[src/rtl/mesh_pkg.sv]
// mesh_pkg: shared mesh packet width, terminal count and packet field layout
// Packet layout: [39:36] destination row, [35:32] destination column,
// [31:24] mode, [23:0] payload.
package mesh_pkg;
    localparam int PKT_W       = 40;
    localparam int N_TERM      = 16;
    localparam int ROW_LSB     = 36;
    localparam int ROW_W       = 4;
    localparam int COL_LSB     = 32;
    localparam int COL_W       = 4;
    localparam int MODE_LSB    = 24;
    localparam int MODE_W      = 8;
    localparam int PAYLOAD_LSB = 0;
    localparam int PAYLOAD_W   = 24;

    typedef logic [PKT_W-1:0] pkt_t;

    function automatic pkt_t mk_pkt(input logic [ROW_W-1:0] row, input logic [COL_W-1:0] col,
                                    input logic [MODE_W-1:0] mode, input logic [PAYLOAD_W-1:0] payload);
        return {row, col, mode, payload};
    endfunction
endpackage

[src/rtl/mesh_term_in_fifo_if.sv]
// mesh_term_in_fifo_if: agent push side, mesh pop side and status flags of one injection buffer
// master: terminal agent / mesh / bench (drives push, data_in, popin, clr_flags)
// slave : mesh_term_in_fifo (drives occupancy, head packet and sticky flags)
interface mesh_term_in_fifo_if
    import mesh_pkg::*;
#(
    parameter int DEPTH = 16,
    parameter int CNT_W = 16
);
    logic                       push;
    pkt_t                       data_in;
    logic                       full;
    logic [$clog2(DEPTH+1)-1:0] count;
    pkt_t                       data_out_i_in;
    logic                       pndng_i_in;
    logic                       popin;
    logic                       clr_flags;
    logic                       overflow;
    logic                       underflow;
    logic [CNT_W-1:0]           drop_cnt;
    logic                       stall_timeout;

    modport master (
        output push, data_in, popin, clr_flags,
        input  full, count, data_out_i_in, pndng_i_in, overflow, underflow, drop_cnt, stall_timeout
    );

    modport slave (
        input  push, data_in, popin, clr_flags,
        output full, count, data_out_i_in, pndng_i_in, overflow, underflow, drop_cnt, stall_timeout
    );
endinterface

[src/rtl/mesh_fifo_core.sv]
// mesh_fifo_core: show-ahead FIFO storage, pointers and occupancy
// Ports: clk, reset (async active-low), i_push/i_data write side, i_pop read side,
// o_data head entry, o_count occupancy, o_full/o_empty, o_drop (push rejected this cycle).
module mesh_fifo_core
    import mesh_pkg::*;
#(
    parameter int DEPTH = 16
) (
    input  logic                       clk,
    input  logic                       reset,
    input  logic                       i_push,
    input  pkt_t                       i_data,
    input  logic                       i_pop,
    output pkt_t                       o_data,
    output logic [$clog2(DEPTH+1)-1:0] o_count,
    output logic                       o_full,
    output logic                       o_empty,
    output logic                       o_drop
);
    localparam int AW = $clog2(DEPTH);
    localparam int CW = $clog2(DEPTH+1);

    pkt_t          r_mem [DEPTH];
    logic [AW-1:0] r_wr_ptr;
    logic [AW-1:0] r_rd_ptr;
    logic [CW-1:0] r_count;
    logic          w_pop;
    logic          w_wr;

    assign o_empty = r_count == '0;
    assign o_full  = r_count == CW'(DEPTH);
    assign o_count = r_count;
    // A pop frees the slot in the same cycle, so a push at full is accepted alongside it.
    assign w_pop   = i_pop & ~o_empty;
    assign w_wr    = i_push & (~o_full | w_pop);
    assign o_drop  = i_push & o_full & ~w_pop;
    // Gated so the head reads zero after reset while storage is still unknown.
    assign o_data  = o_empty ? '0 : r_mem[r_rd_ptr];

    always_ff @(posedge clk) begin
        if (w_wr) r_mem[r_wr_ptr] <= i_data;
    end

    always_ff @(posedge clk or negedge reset) begin
        if (!reset) begin
            r_wr_ptr <= '0;
            r_rd_ptr <= '0;
            r_count  <= '0;
        end else begin
            if (w_wr) r_wr_ptr <= r_wr_ptr + 1'b1;
            if (w_pop) r_rd_ptr <= r_rd_ptr + 1'b1;
            r_count <= (w_wr & ~w_pop) ? r_count + CW'(1) :
                       (~w_wr & w_pop) ? r_count - CW'(1) : r_count;
        end
    end
endmodule

[src/rtl/mesh_term_in_fifo.sv]
// mesh_term_in_fifo: per-terminal injection buffer with overflow/underflow flags and stall watchdog
// Ports: clk, reset (async active-low), bus (slave modport: push/data_in from the agent,
// data_out_i_in/pndng_i_in/popin to the mesh, clr_flags and the sticky status outputs).
module mesh_term_in_fifo
    import mesh_pkg::*;
#(
    parameter int DEPTH   = 16,
    parameter int TIMEOUT = 100,
    parameter int CNT_W   = 16
) (
    input logic                clk,
    input logic                reset,
    mesh_term_in_fifo_if.slave bus
);
    localparam int WD_W = $clog2(TIMEOUT+1);

    logic             w_empty;
    logic             w_drop;
    logic             w_under;
    logic [WD_W-1:0]  w_wd_nxt;
    logic [WD_W-1:0]  r_wd;
    logic             r_overflow;
    logic             r_underflow;
    logic             r_stall;
    logic [CNT_W-1:0] r_drop_cnt;

    mesh_fifo_core #(.DEPTH(DEPTH)) u_core (
        .clk     (clk),
        .reset   (reset),
        .i_push  (bus.push),
        .i_data  (bus.data_in),
        .i_pop   (bus.popin),
        .o_data  (bus.data_out_i_in),
        .o_count (bus.count),
        .o_full  (bus.full),
        .o_empty (w_empty),
        .o_drop  (w_drop)
    );

    assign bus.pndng_i_in    = ~w_empty;
    assign bus.overflow      = r_overflow;
    assign bus.underflow     = r_underflow;
    assign bus.stall_timeout = r_stall;
    assign bus.drop_cnt      = r_drop_cnt;
    assign w_under           = bus.popin & w_empty;
    assign w_wd_nxt          = (w_empty | bus.popin) ? '0 :
                               (r_wd == WD_W'(TIMEOUT)) ? r_wd : r_wd + 1'b1;

    // Set conditions take priority over clr_flags in the same cycle.
    always_ff @(posedge clk or negedge reset) begin
        if (!reset) begin
            r_wd        <= '0;
            r_overflow  <= 1'b0;
            r_underflow <= 1'b0;
            r_stall     <= 1'b0;
            r_drop_cnt  <= '0;
        end else begin
            r_wd        <= w_wd_nxt;
            r_overflow  <= w_drop | (r_overflow & ~bus.clr_flags);
            r_underflow <= w_under | (r_underflow & ~bus.clr_flags);
            r_stall     <= (w_wd_nxt == WD_W'(TIMEOUT) && r_wd != WD_W'(TIMEOUT)) | (r_stall & ~bus.clr_flags);
            r_drop_cnt  <= bus.clr_flags ? CNT_W'(w_drop) :
                           (w_drop && ~&r_drop_cnt) ? r_drop_cnt + 1'b1 : r_drop_cnt;
        end
    end
endmodule

[src/flat_wrapper.sv]
// flat-port wrapper written by rule: the top's interface ports become plain ports
module mesh_term_in_fifo_flat import mesh_pkg::*;
#(
    parameter int DEPTH   = 16,
    parameter int TIMEOUT = 100,
    parameter int CNT_W   = 16
)
  (clk, reset, bus_push, bus_data_in, bus_popin, bus_clr_flags, bus_full, bus_count, bus_data_out_i_in, bus_pndng_i_in, bus_overflow, bus_underflow, bus_drop_cnt, bus_stall_timeout);
  mesh_term_in_fifo_if #(.DEPTH(DEPTH), .CNT_W(CNT_W)) bus_i ();
  input logic clk;
  input logic reset;
  input wire logic [$bits(bus_i.push)-1:0] bus_push;
  input wire logic [$bits(bus_i.data_in)-1:0] bus_data_in;
  input wire logic [$bits(bus_i.popin)-1:0] bus_popin;
  input wire logic [$bits(bus_i.clr_flags)-1:0] bus_clr_flags;
  output wire logic [$bits(bus_i.full)-1:0] bus_full;
  output wire logic [$bits(bus_i.count)-1:0] bus_count;
  output wire logic [$bits(bus_i.data_out_i_in)-1:0] bus_data_out_i_in;
  output wire logic [$bits(bus_i.pndng_i_in)-1:0] bus_pndng_i_in;
  output wire logic [$bits(bus_i.overflow)-1:0] bus_overflow;
  output wire logic [$bits(bus_i.underflow)-1:0] bus_underflow;
  output wire logic [$bits(bus_i.drop_cnt)-1:0] bus_drop_cnt;
  output wire logic [$bits(bus_i.stall_timeout)-1:0] bus_stall_timeout;
  assign bus_i.push = bus_push;
  assign bus_i.data_in = bus_data_in;
  assign bus_i.popin = bus_popin;
  assign bus_i.clr_flags = bus_clr_flags;
  assign bus_full = bus_i.full;
  assign bus_count = bus_i.count;
  assign bus_data_out_i_in = bus_i.data_out_i_in;
  assign bus_pndng_i_in = bus_i.pndng_i_in;
  assign bus_overflow = bus_i.overflow;
  assign bus_underflow = bus_i.underflow;
  assign bus_drop_cnt = bus_i.drop_cnt;
  assign bus_stall_timeout = bus_i.stall_timeout;
  mesh_term_in_fifo #(.DEPTH(DEPTH), .TIMEOUT(TIMEOUT), .CNT_W(CNT_W)) u_core (.clk(clk), .reset(reset), .bus(bus_i));
endmodule
[config.mk]
export PLATFORM = sky130hd
export DESIGN_NAME = mesh_term_in_fifo_flat
export DESIGN_NICKNAME = d
export VERILOG_FILES = /design/src/rtl/mesh_pkg.sv /design/src/rtl/mesh_term_in_fifo_if.sv /design/src/rtl/mesh_fifo_core.sv /design/src/rtl/mesh_term_in_fifo.sv /design/src/flat_wrapper.sv
export SDC_FILE = /design/constraint.sdc
export NUM_CORES = 1
export LEC_CHECK = 0
export BUFFER_PORTS_ARGS = -buffer_cell sky130_fd_sc_hd__buf_2
export CAP_MARGIN = 20
export CELL_PAD_IN_SITES_DETAIL_PLACEMENT = 1
export CELL_PAD_IN_SITES_GLOBAL_PLACEMENT = 1
export CORE_ASPECT_RATIO = 0.75
export CORE_MARGIN = 4
export CORE_UTILIZATION = 55
export DETAILED_ROUTE_END_ITERATION = 7
export HOLD_SLACK_MARGIN = 0.1
export PLACE_DENSITY = 0.83
export SYNTH_ARGS = -nofsm -noshare
export SYNTH_HDL_FRONTEND = slang
export SYNTH_SLANG_ARGS = --single-unit
[constraint.sdc]
create_clock -name clk -period 12.2 [get_ports clk]
set_input_delay 0.61 -clock clk [delete_from_list [all_inputs] [get_ports clk]]
set_output_delay 0.61 -clock clk [all_outputs]
set_load 0.01 [all_outputs]
## Word level (Yosys, flattened, before mapping)

Memories as Yosys holds them, arrays and structs flattened.
Cells that the tools add are included.
Widths: inputs -> output; s select.

| word-level totals | value |
|---|---|
| memories kept | 1 |
| bits in writable memories | 640 |
| register bits after elaboration | 39 |
| output and inout port bits | 66 |
| word-level logic and storage cells | 55 |
| input bits | 45 |

| operators by class | value |
|---|---|
| reduce and logical (&&, ||, !) cells | 7 |
| equality and inequality tests | 4 |
| multiplexer cells | 9 |
| bitwise logic cells | 20 |
| add/subtract/negate cells | 6 |

Memories:

| memory | depth | width | read ports | clocked after Yosys merged registers in | write ports | RTL line | source |
|---|---|---|---|---|---|---|---|
| u_core.u_core.r_mem | 16 | 40 | 1 | 0 | 1 | mesh_fifo_core.sv:23 | `pkt_t r_mem [DEPTH];` |

Operator list:

| operator | count |
|---|---|
| $mux 40 | 1 |
| $mux 16 | 2 |
| $add 16x1->16 const B | 1 |
| $reduce_and 16->1 | 1 |
| $eq 7x7->1 const B | 2 |
| $mux 7 | 2 |
| $and 1x1->1 | 10 |
| $mux 5 | 2 |
| $add 4x1->4 const B | 2 |
| $add 7x1->7 const B | 1 |
| $ne 7x7->1 const B | 1 |
| $add 5x1->5 const B | 1 |
| $eq 5x5->1 const B | 1 |
| $logic_not 5->1 | 1 |
| $not 1->1 | 5 |
| $or 1x1->1 | 5 |
| $sub 5x1->5 const B | 1 |
| $reduce_bool 2->1 | 2 |
| $logic_and 1x1->1 | 2 |
| $mux 1 | 2 |
| $logic_not 1->1 | 1 |

## Logic depth before layout (Yosys ltp)

| depth | value |
|---|---|
| depth in word-level cells | 9 |
| mapped depth | 11 |
| gate-level depth less buffers | 11 |

## Cells and area by module

Synthesis repeated with hierarchy kept, for this count alone.

| second synthesis, totals | value |
|---|---|
| cells, all modules | 1216 |
| area, all modules | 26613.0 µm² |

By module, submodules not included:

| module | instances | area each (µm²) | sequential area each (µm²) | cells an instance |
|---|---|---|---|---|
| mesh_fifo_core | 1 | 25186.7 | 19543.7 | 1072 |
| mesh_term_in_fifo | 1 | 1426.4 | 650.6 | 144 |

## Worst setup path before layout

Ideal clock, no wire load.

| timing path | value |
|---|---|
| path type | register to register |
| start | register u_core.u_core.r_count[0] (netlist: u_core.u_core.o_count[0]) |
| end | memory u_core.u_core.r_mem[3][0] in the netlist's numbering (enable) |
| setup slack | 7.677 ns |
| setup time | 0.487 ns |
| path buffers | 0 |
| period minus slack after synthesis | 4.523 ns |
| data required time | 11.713 ns |
| arrival | 4.036 ns |
| cell stages (with the launch flop) | 6 |
| path through | dfrtp_1 nor4_4 and2_1 a21boi_2 nand2_1 nor3_1 |

| on the way | value |
|---|---|
| elaborated cells between the ends (all ways) | 9 |
| classes of those cells | eq/ne (1); mux (2); bitwise (5); reduce/logical (1) |

RTL lines:

| what | RTL line | source |
|---|---|---|
| from (decl) | mesh_fifo_core.sv:26 | `logic [CW-1:0] r_count;` |
| from (signal assigned) | mesh_fifo_core.sv:52 | `r_count <= (w_wr & ~w_pop) ? r_count + CW'(1) :` |
| $eq 5x5->1 | mesh_fifo_core.sv:31 | `assign o_full = r_count == CW'(DEPTH);` |
| net bus_full | flat_wrapper.sv:16 | `output wire logic [$bits(bus_i.full)-1:0] bus_full;` |
| $not 1->1 | mesh_fifo_core.sv:35 | `assign w_wr = i_push & (~o_full \| w_pop);` |
| $or 1x1->1 | mesh_fifo_core.sv:35 |  |
| $and 1x1->1 | mesh_fifo_core.sv:35 |  |
| net u_core.u_core.w_wr | mesh_fifo_core.sv:28 | `logic w_wr;` |
| $mux 1 | mesh_fifo_core.sv:41 | `if (w_wr) r_mem[r_wr_ptr] <= i_data;` |
| $mux 1 (not written as such) | mesh_fifo_core.sv:41 |  |
| to (decl) | mesh_fifo_core.sv:23 |  |

The timed path passes the listed nets, and every way through them passes these cells.

## Worst setup path in the final report

| timing path | value |
|---|---|
| start | register u_core.u_core.r_rd_ptr[0] |
| end | output port bus_data_out_i_in[29] |

| on the way | value |
|---|---|
| cells in the longest elaborated chain, start to end | 2 |

RTL lines:

| what | RTL line | source |
|---|---|---|
| from (decl) | mesh_fifo_core.sv:25 | `logic [AW-1:0] r_rd_ptr;` |
| from (signal assigned) | mesh_fifo_core.sv:51 | `if (w_pop) r_rd_ptr <= r_rd_ptr + 1'b1;` |
| $mem_v2 16x40 | - |  |
| $mux 40 | mesh_fifo_core.sv:38 | `assign o_data = o_empty ? '0 : r_mem[r_rd_ptr];` |
| to (decl) | flat_wrapper.sv:18 | `output wire logic [$bits(bus_i.data_out_i_in)-1:0] bus_data_out_i_in;` |

No other way between the ends.

==> reports/qor.txt <==
routed vias: 12.97k
final wirelength: 62.64 mm
CTS tree: built
DRT iter0 DRCs: 1413
final core area utilization: 0.6310
die height: 198.1 µm
Post-synth EDFFs: 640
global-route usage over all layers: 0.2496
Critical Path Fanout Max: 43
clock slew at reported path FFs: 0.06 ns
post-route ant nets: 0
flops & latches, synth: 679
Seq/Total Area, Yosys: 0.7624
outcome: complete, no violations
global-route wire length before repair: 92.87 mm
Slew Viols, Final: 0
Crit path depth: 5
RSZ-0062 raised after global routing: no
top cell type's share of synthesized area: 0.7256
largest net degree at the start of global routing: 73
fin nets: 1426
crit path capture type: output port
Synth area leader: edfxtp_1
crit path launch type: flip-flop
CP Cell Sequence: buf_4 -> mux4_2 -> mux2i_1 -> o22ai_1 -> buf_2
Pleak: 9.928 nW
clock sink total: 679
register area: 20210 µm²
Design Power: 6.910 mW
routed length per instance: 30.44 µm
cts bufs inserted: 67
area of the multi-input gates: 6092 µm²
Die W: 261.4 µm
floorplan row count: 69
Area contributors post-synth: edfxtp_1 (73%), mux4_2 (14%), dfrtp_1 (3.7%)
synth cell count leaders: edfxtp_1 (640), mux4_2 (160), mux2i_1 (83)
setup violators final: 0
Clock Skew: 0.02282 ns
cts repair resizes: 0
Detailed Routing Iterations Pass 1: 5
Port Buffers: 110
Skew-Pair Late Insertion Delay: 0.60 ns
worst path bufs/invs: 2
Critical Path RT: 11.59 ns
Tightest Pin Transition: 1.066 ns
Synth Instances: 1218
Post-CTS Hold Buffers: 0
Max-Cap Viols: 0
most frequent cell after synthesis: edfxtp_1
I/O pins: 111
core footprint: 47480 µm²
H-tree Lvls: 3
slowest stage delay, CP: 0.98 ns
grt total ovfl: 0
Max Fclk: 234.0 MHz
initial antenna violation count: 7
Worst path top cell family by delay: buffers and inverters
vias in the first global route: 13.97k
Yosys warnings: 0
flop2flop setup slack: 8.87 ns
crit path kind: flip-flop to output port
Worst Slack Setup Final: 7.927 ns
Hold WC Path Type: primary input to async pin
Area Growth Syn to Fin: 13.12%
Post CTS Setup Buffer Count: 0
Max clock buf depth: 3
CP max-delay cell: dfrtp_4
asr flop ratio synth: 0.05744
endpoints failing hold: 0
root buffer cell: clkbuf_16
total die area: 51770 µm²
distinct cell type count after synthesis: 43
setup TNS: 0 ns
post-placement cell count: 1937
period utilisation layout: 0.3503
# DRC: 0
fraction of layout cells with a size suffix above 1: 0.2989
Filler cells: 3928
FF-to-FF path depth: 6
Power Dens Cells: 230.6 nW/µm²
Post-Syn Area: 26490 µm²
dpl ws: 8.448 ns
Avg Vias per Cell: 6.302
Post-synth top flop: edfxtp_1
syn nets: 1277
Final Non-Filler Cells: 2058
initial core utilization: 0.5578
Avg Inst Size Synth: 21.75 µm²
crit path time final: 4.273 ns
gpl congestion: 0.7689
maximum vdd drop: 0.0001506 V
Worst EP arrival: 3.66 ns
headroom to the max-slew limit: 0.2890
dpl hpwl: 34.30 mm
## layout make-up
class / instances / share of cell area
inverter: 16 / 0.002004
tap: 639 / 0.02668
clock buffer: 87 / 0.06021
multi-input combinational: 464 / 0.2033
clock inverter: 30 / 0.007475
timing repair buffer: 139 / 0.02564
sequential: 679 / 0.6743
antenna: 4 / 0.0003341
## power by group
group	switching, mW	internal [mW]
logic	1.09	0.886
registers	0.200	2.80
clock network	0.833	1.11
total	2.12	4.79
## flip-flops by register name (all words and copies together) (netlist names)
signal                    flops
u_core.u_core.o_count         5
u_core.u_core.r_mem         640
u_core.r_wd                   7
u_core.bus.underflow          1
u_core.bus.stall_timeout      1
u_core.u_core.r_rd_ptr        4
u_core.bus.drop_cnt          16
u_core.u_core.r_wr_ptr        4
u_core.bus.overflow           1
## per-layer routing
metal / share of wire / global-route usage / vias up
li1: - / - / 5370
met1: 0.40 / 0.3466 / 6972
met2: 0.51 / 0.4097 / 525
met3: 0.071 / 0.05856 / 97
met4: 0.020 / 0.06403 / 6
met5: 0.00065 / 0 / -
## placed cells by master (no fill, tap or decap), types with 3 or more instances in the layout
cell and instances:
o21ai_0 5, nand3_1 11, inv_1 16, a2111oi_2 4, clkinv_2 9, nor4_4 3
nand2_1 22, or3_1 3, edfxtp_1 640, nand4_1 4, a21oi_1 4, nor2_4 12
diode_2 4, nor4_1 3, o22ai_1 40, xor2_1 4, bufinv_16 3, mux2i_1 83
mux4_2 160, clkinv_1 13, clkbuf_16 69, buf_2 110, nor3_1 5, nor3_2 4
nor2b_1 4, xnor2_1 25, dfrtp_1 36, clkbuf_1 17, dfrtp_4 3, nor2_1 25
buf_4 29, ha_1 13, clkinvlp_4 3
## path summary, 6_finish.rpt
check / from / to
min in group clk: bus_popin / u_core.u_core.r_rd_ptr[2]
hold reg to reg: u_core.bus.stall_timeout / u_core.bus.stall_timeout
setup reg to reg: u_core.u_core.o_count[0] / u_core.u_core.r_mem[11][8]
setup / recovery: u_core.u_core.r_rd_ptr[0] / bus_data_out_i_in[29]
max in group asynchronous: reset / u_core.u_core.r_rd_ptr[0]
hold / removal: reset / u_core.bus.drop_cnt[13]
## cell families after synthesis
family | Yosys count | synth area share
compound gates | 61 | 0.01597
xor+xnor | 29 | 0.009589
fa+ha+maj | 14 | 0.006897
buf+inv | 75 | 0.01195
flops | 679 | 0.7624
mux | 244 | 0.1678
simple gates | 116 | 0.02537
## metrics by stage
stage	area [µm²]	hold slack (ns)
2_1_floorplan	26490	0.3144
3_3_place_gp	27930	0.4892
3_5_place_dp	27930	0.5049
4_1_cts	29950	0.1783
5_1_grt	29960	0.2219
6_report	29960	0.1733
No activity file was read; power rests on OpenSTA's default activity.
